## src/rtl/alu_frame_sequencer.sv

```systemverilog
// Collects operand1/operand2/opcode frames, runs one ALU cycle, hands the result to the transmitter.
// Optional WAIT_TX watchdog: define SEQ_TIMEOUT_EN (limit set by TX_TIMEOUT).
module alu_frame_sequencer #(
  parameter int NB_DATA    = 8,
  parameter int NB_OP      = 6,
  parameter int TX_TIMEOUT = 1000000
) (
  input  logic               i_clk,
  input  logic               i_reset,
  input  logic [NB_DATA+1:0] i_rx_data,
  input  logic               i_rx_done,
  output logic [NB_DATA-1:0] o_op_a,
  output logic [NB_DATA-1:0] o_op_b,
  output logic [NB_OP-1:0]   o_op_code,
  input  logic [NB_DATA-1:0] i_alu_result,
  output logic [NB_DATA-1:0] o_tx_data,
  output logic               o_tx_start,
  input  logic               i_tx_done,
  output logic               o_operand1_ready,
  output logic               o_operand2_ready,
  output logic               o_opcode_ready,
  output logic               o_busy,
  output logic               o_overrun,
  output logic               o_error
);

  typedef enum logic [1:0] {IDLE, EXEC, SEND, WAIT_TX} state_t;

  typedef struct packed {
    logic [1:0]         tag;
    logic [NB_DATA-1:0] payload;
  } frame_t;

  state_t state, state_nxt;
  frame_t rx_frm;
  logic   cap_a, cap_b, cap_op, bad_tag, clr_flags, tmo_hit, tmo_fire;

  assign rx_frm = i_rx_data;
  assign o_busy = (state != IDLE);

`ifdef SEQ_TIMEOUT_EN
  localparam int CNT_W = (TX_TIMEOUT > 1) ? $clog2(TX_TIMEOUT) : 1;
  logic [CNT_W-1:0] tmo_cnt;

  always_ff @(posedge i_clk or negedge i_reset) begin
    if (!i_reset)               tmo_cnt <= '0;
    else if (state != WAIT_TX)  tmo_cnt <= '0;
    else                        tmo_cnt <= tmo_cnt + CNT_W'(1);
  end

  assign tmo_hit = (state == WAIT_TX) && (tmo_cnt == CNT_W'(TX_TIMEOUT - 1));
`else
  // always false; the watchdog is absent and WAIT_TX only exits on i_tx_done
  assign tmo_hit = (TX_TIMEOUT < 0);
`endif

  always_ff @(posedge i_clk or negedge i_reset) begin
    if (!i_reset) state <= IDLE;
    else          state <= state_nxt;
  end

  always_comb begin
    state_nxt = state;
    cap_a     = 1'b0;
    cap_b     = 1'b0;
    cap_op    = 1'b0;
    bad_tag   = 1'b0;
    clr_flags = 1'b0;
    tmo_fire  = 1'b0;
    case (state)
      IDLE: if (i_rx_done) begin
        case (rx_frm.tag)
          2'b00:   cap_a   = 1'b1;
          2'b01:   cap_b   = 1'b1;
          2'b10:   cap_op  = 1'b1;
          default: bad_tag = 1'b1;
        endcase
        // launch on the same edge that sets the last missing flag
        if (!bad_tag && (cap_a | o_operand1_ready) && (cap_b | o_operand2_ready) &&
            (cap_op | o_opcode_ready))
          state_nxt = EXEC;
      end
      EXEC:    state_nxt = SEND;
      SEND:    state_nxt = WAIT_TX;
      WAIT_TX: if (i_tx_done) begin
        state_nxt = IDLE;
        clr_flags = 1'b1;
      end else if (tmo_hit) begin
        state_nxt = IDLE;
        clr_flags = 1'b1;
        tmo_fire  = 1'b1;
      end
      default: state_nxt = IDLE;
    endcase
  end

  always_ff @(posedge i_clk or negedge i_reset) begin
    if (!i_reset) begin
      o_op_a           <= '0;
      o_op_b           <= '0;
      o_op_code        <= '0;
      o_tx_data        <= '0;
      o_tx_start       <= 1'b0;
      o_operand1_ready <= 1'b0;
      o_operand2_ready <= 1'b0;
      o_opcode_ready   <= 1'b0;
      o_overrun        <= 1'b0;
      o_error          <= 1'b0;
    end else begin
      if (cap_a)  o_op_a    <= rx_frm.payload;
      if (cap_b)  o_op_b    <= rx_frm.payload;
      if (cap_op) o_op_code <= rx_frm.payload[NB_OP-1:0];
      if (clr_flags) begin
        o_operand1_ready <= 1'b0;
        o_operand2_ready <= 1'b0;
        o_opcode_ready   <= 1'b0;
      end else begin
        if (cap_a)  o_operand1_ready <= 1'b1;
        if (cap_b)  o_operand2_ready <= 1'b1;
        if (cap_op) o_opcode_ready   <= 1'b1;
      end
      if (state == EXEC) o_tx_data <= i_alu_result;
      // registered off EXEC so the pulse coincides with the single SEND cycle
      o_tx_start <= (state == EXEC);
      o_overrun  <= i_rx_done && (state != IDLE);
      o_error    <= bad_tag | tmo_fire;
    end
  end

endmodule

```

## config.mk

```make
export PLATFORM = sky130hd
export DESIGN_NAME = alu_frame_sequencer
export DESIGN_NICKNAME = d
export VERILOG_FILES = /design/src/rtl/alu_frame_sequencer.sv
export SDC_FILE = /design/constraint.sdc
export NUM_CORES = 1
export LEC_CHECK = 0
export CELL_PAD_IN_SITES_DETAIL_PLACEMENT = 2
export CELL_PAD_IN_SITES_GLOBAL_PLACEMENT = 2
export CORE_ASPECT_RATIO = 0.75
export CORE_MARGIN = 5
export CORE_UTILIZATION = 28
export DETAILED_ROUTE_END_ITERATION = 10
export GPL_ROUTABILITY_DRIVEN = 0
export PLACE_DENSITY_LB_ADDON = 0.3
export SYNTH_ARGS = -nofsm -noshare
export SYNTH_HDL_FRONTEND = slang
export SYNTH_SLANG_ARGS = --single-unit
```

## constraint.sdc

```tcl
create_clock -name i_clk -period 2.1 [get_ports i_clk]
set_input_delay 0.42 -clock i_clk [delete_from_list [all_inputs] [get_ports i_clk]]
set_output_delay 0.42 -clock i_clk [all_outputs]
set_load 0.03 [all_outputs]
```

Yosys cells after proc, flatten, opt, wreduce, memory -nomap -nowiden
Index checks and enable logic that the tools add are counted.
Widths: inputs -> output; s select.
{"block": "word_totals", "ff_bits": 38, "input_bits": 22, "output_inout_bits": 37, "wordCells": 67}
{"block": "classes", "eq_ne": 8, "n_mux": 32, "n_bitwise": 3, "reduce_logical": 13}
{"op": "$mux 1", "count": 28}
{"op": "$pmux 2 s4", "count": 1}
{"op": "$reduce_bool 2->1", "count": 4}
{"op": "$eq 2x2->1 const B", "count": 3}
{"op": "$mux 2", "count": 3}
{"op": "$ne 2x2->1 const B", "count": 3}
{"op": "$eq 2x1->1 const B", "count": 2}
{"op": "$logic_and 1x1->1", "count": 4}
{"op": "$logic_not 2->1", "count": 2}
{"op": "$or 1x1->1", "count": 3}
{"op": "$reduce_and 3->1", "count": 1}
{"op": "$reduce_or 3->1", "count": 1}
{"op": "$logic_not 1->1", "count": 1}

Depth between registers and ports, before layout
{"block": "logic_depth", "ltp_word": 12, "depth_mapped": 7, "ltp_nobuf": 6}

Worst setup path after synthesis
OpenSTA, ideal clock, no wires.
{"block": "synth_timing", "path_kind": "flip-flop to flip-flop", "startpoint": "reg state[0]", "endpoint": "reg state[1]", "setup_time_ns": 0.125, "arrival_time_ns": 1.519, "required_time_ns": 1.975, "slack_ns": 0.456, "stages_incl_launch_ff": 7, "path_buffers": 1, "synth_period_minus_slack_ns": 1.644, "cell_sequence": "dfrtp_1 -> inv_1 -> ha_1 -> buf_2 -> inv_1 -> o221ai_2 -> mux2_4"}
{"block": "synth_between", "elab_chain_len": 3, "word_cells_on_any_way": 9, "cone_classes": "eq/ne: 6; mux: 1; reduce/logical: 2"}
{"item": "start, declared", "line_no": "34", "text": "state_t state, state_nxt;"}
{"item": "start signal, assigned", "line_no": "59", "text": "else state <= state_nxt;"}
{"item": "$eq 2x2->1 / $logic_not 2->1 (equally long branches)", "line_no": "70", "text": "case (state)"}
{"item": "$ne 2x2->1 (no source line)"}
{"item": "$reduce_and 3->1 (no source line)"}
Several ways; a longest one is shown, not always the timed one.
A chain may end at the register's enable or synchronous reset.

Worst setup path after layout
{"block": "layout_timing", "startpoint": "reg state[1]", "endpoint": "out o_busy"}
{"block": "layout_between", "elab_chain_len": 1}
{"item": "$reduce_bool 2->1", "line_no": "39", "text": "assign o_busy = (state != IDLE);"}
{"item": "end, declared", "line_no": "22", "text": "output logic o_busy,"}
Every way passes these cells.

==> reports/metrics.yaml <==
outcome:
  status: "completed"
grt:
  grt_pass1_wl_mm: 6.85
  grt_pass1_vias: 1296
  grt_antenna_before_repair: 0
  grt-ovfl-total: 0
  grt_usage_pct: 13.2
  grt_max_degree: 39
synthesis:
  synth_area_per_cell_um2: 15.7
  synth_top_cells_by_count: "dfrtp_1 (38), mux2_2 (30), inv_1 (6)"
  ys_ff_latch: 38
  synth_top_area_share_pct: 61.1
  synth_most_common_cell: "dfrtp_1"
  synth_cell_types: 20
  yosys_most_used_dff: "dfrtp_1"
  synth_cells: 99
  synth_edf_count: 0
  synth.yosys.seq_area_share_pct: 61.1
  yosysWarnings: 0
  syn_nets: 126
  synthArstFlopShare_pct: 100
  synthTopCellsByArea: "dfrtp_1 (61%), mux2_2 (22%), ha_1 (4.0%), inv_1 (1.4%), mux2i_1 (1.3%)"
  synth_area_um2: 1560
  yosys.area.top_type: "dfrtp_1"
sta:
  final.period_utilization_pct: 93.5
  rsz0062_at_grt: "false"
  fin_skew_ns: 0.00538
  hold_violations: 0
  fin_setup_tns_ns: 0
  finalCriticalPeriod_ns: 1.96
  hold_slack_ns: 0.171
  fin_ws_ns: 0.136
  finalSetupViolCount: 0
  final_max_slew_viol_count: 0
  slew_headroom_pct: 66.4
  timing.fmax_mhz: 509
  worstMarginPinSlew_ns: 0.504
hold_path:
  min_path_type: "input port to asynchronous set/reset pin"
pwr:
  p_leak_nw: 1.03
  power_mw: 4.18
  power.density_nw_per_um2: 1750
  vdd_drop_max_mv: 0.764
clock_network:
  clockBufferDepth: 2
  cts_sinks: 38
  clock_latency_ns: 0.30
  post-cts-setup-buffer-count: 0
  clockRootBuffer: "clkbuf_8"
  cts.htree.levels: 2
  cts_made_buffers: 5
  ctsHoldBuffers: 0
  cts_tree: "done"
  path_clk_slew_ns: 0.08
  cts-resized-gates: 1
setup_path:
  ff2ff_path_depth: 7
  crit_path_top_delay_cell: "dfrtp_1"
  startpoint_type: "flip-flop"
  slowest_delay_ns: 0.43
  crit_end: "o_busy"
  cp_data_required_time_ns: 1.68
  cp_max_fo: 4
  setup.worst_path.start: "state[1]"
  crit_family: "buffers and inverters"
  cp.depth: 4
  crit_buf_inv: 3
  crit_path_end_kind: "output pin"
  rr_endpoint: "o_op_a[4]"
  rrSetupSlack_ns: 0.30
  cp.arrival_ns: 1.54
  r2r_start: "state[1]"
  crit_top_cell: "inv_1"
  crit_chain: "inv_1 > ha_1 > inv_1 > dlygate4sd2_1"
  crit_type: "flip-flop to output pin"
detailed_routing:
  drt_iter0_drc: 9
  vias_per_cell: 4.32
  drtAntennaViolNets: 0
  routed_wl_mm: 4.24
  drc: 0
  vias: 1054
  firstDrtPassIters: 3
  wire_per_inst_um: 17.4
die:
  die_h_um: 74.5
  initial_core_util_pct: 29.1
  io-pin-count: 59
  dieArea_um2: 7160
  die_w_um: 96.1
  core_um2: 5350
  rows: 23
cells_and_area:
  drive_gt1_share_pct: 30.2
  antennaDiodeCount: 0
  num-nets-final: 196
  syn2layout_area_growth_pct: 53.6
  fin_cells: 244
placement:
  dp_slack_ns: 0.110
  dp.cells: 237
  dp_hpwl_mm: 3.27
  numPortBuffers: 58
job:
  cap_violations: 0
[worst register-to-register path, cell delays in order, from the launching register on]
cell and delay [ns]:
dfrtp_1 0.44, inv_1 0.13, ha_1 0.19, buf_4 0.15, nand2_1 0.09, nor3_4 0.17, buf_12 0.16, mux2_2 0.34
[per-layer routing]
layer	up-vias	GRT usage, %	share of wire, %
li1	483	-	-
met1	535	14.2	38
met2	30	22.9	53
met3	6	5.56	7.8
met4	0	5.21	1.3
met5	-	0	0
[power breakdown]
| group | total (mW) | internal [mW] | leakage, nW | switching (mW) |
|---|---|---|---|---|
| Sequential | 1.30 | 1.10 | 0.463 | 0.206 |
| Clock | 0.648 | 0.380 | 0.0573 | 0.268 |
| Combinational | 2.23 | 1.03 | 0.511 | 1.20 |
[layout by cell type, fill, tap and decap left out, types with 2 or more instances in the layout]
cell type	count
nor2_1	2
inv_1	6
nand4b_1	2
dfrtp_1	38
mux2_2	30
clkdlybuf4s50_1	56
a22oi_1	2
clkbuf_8	6
mux2i_1	2
ha_1	5
buf_4	7
[cell type report]
class,count,area [um^2]
clock inverter,1,30.0
tap,75,93.8
fill,552,2960
inverter,6,22.5
timing repair buffer,66,647
clock buffer,6,82.6
sequential,38,951
multi-input combinational,52,562
[flip-flops by register name (all words and copies together), names as in the netlist]
register          flops
state                 2
o_op_code             6
o_tx_start            1
o_error               1
o_op_a                8
o_opcode_ready        1
o_op_b                8
o_operand2_ready      1
o_overrun             1
o_tx_data             8
o_operand1_ready      1
[worst min-delay path by stage]
stage | start | endpoint | cells past startpoint
2_1_floorplan | i_reset | o_error | 0
3_5_place_dp | o_tx_data[5] | o_tx_data[5] | 1
6_report | i_reset | o_op_b[5] | 2
5_1_grt | i_reset | o_op_b[5] | 2
3_3_place_gp | i_reset | o_op_a[7] | 2
4_1_cts | i_reset | o_op_b[7] | 2
[kinds of logic (layout without fill, tap and decap cells)]
group	count (synthesis)	count (layout)	share of synthesized area, %
simple gates	9	9	4.83
compound gates	5	5	3.30
mux	33	33	24.0
fa+ha+maj	5	5	4.02
flops	38	38	61.1
buf+inv	9	79	2.73
[through the flow]
step / util, % / area [um^2]
3_5_place_dp: 42.5 / 2280
4_1_cts: 44.6 / 2390
2_1_floorplan: - / 1560
5_1_grt: 44.6 / 2390
3_3_place_gp: 42.5 / 2280
6_report: 44.6 / 2390
(Power assumes the default switching activity.)
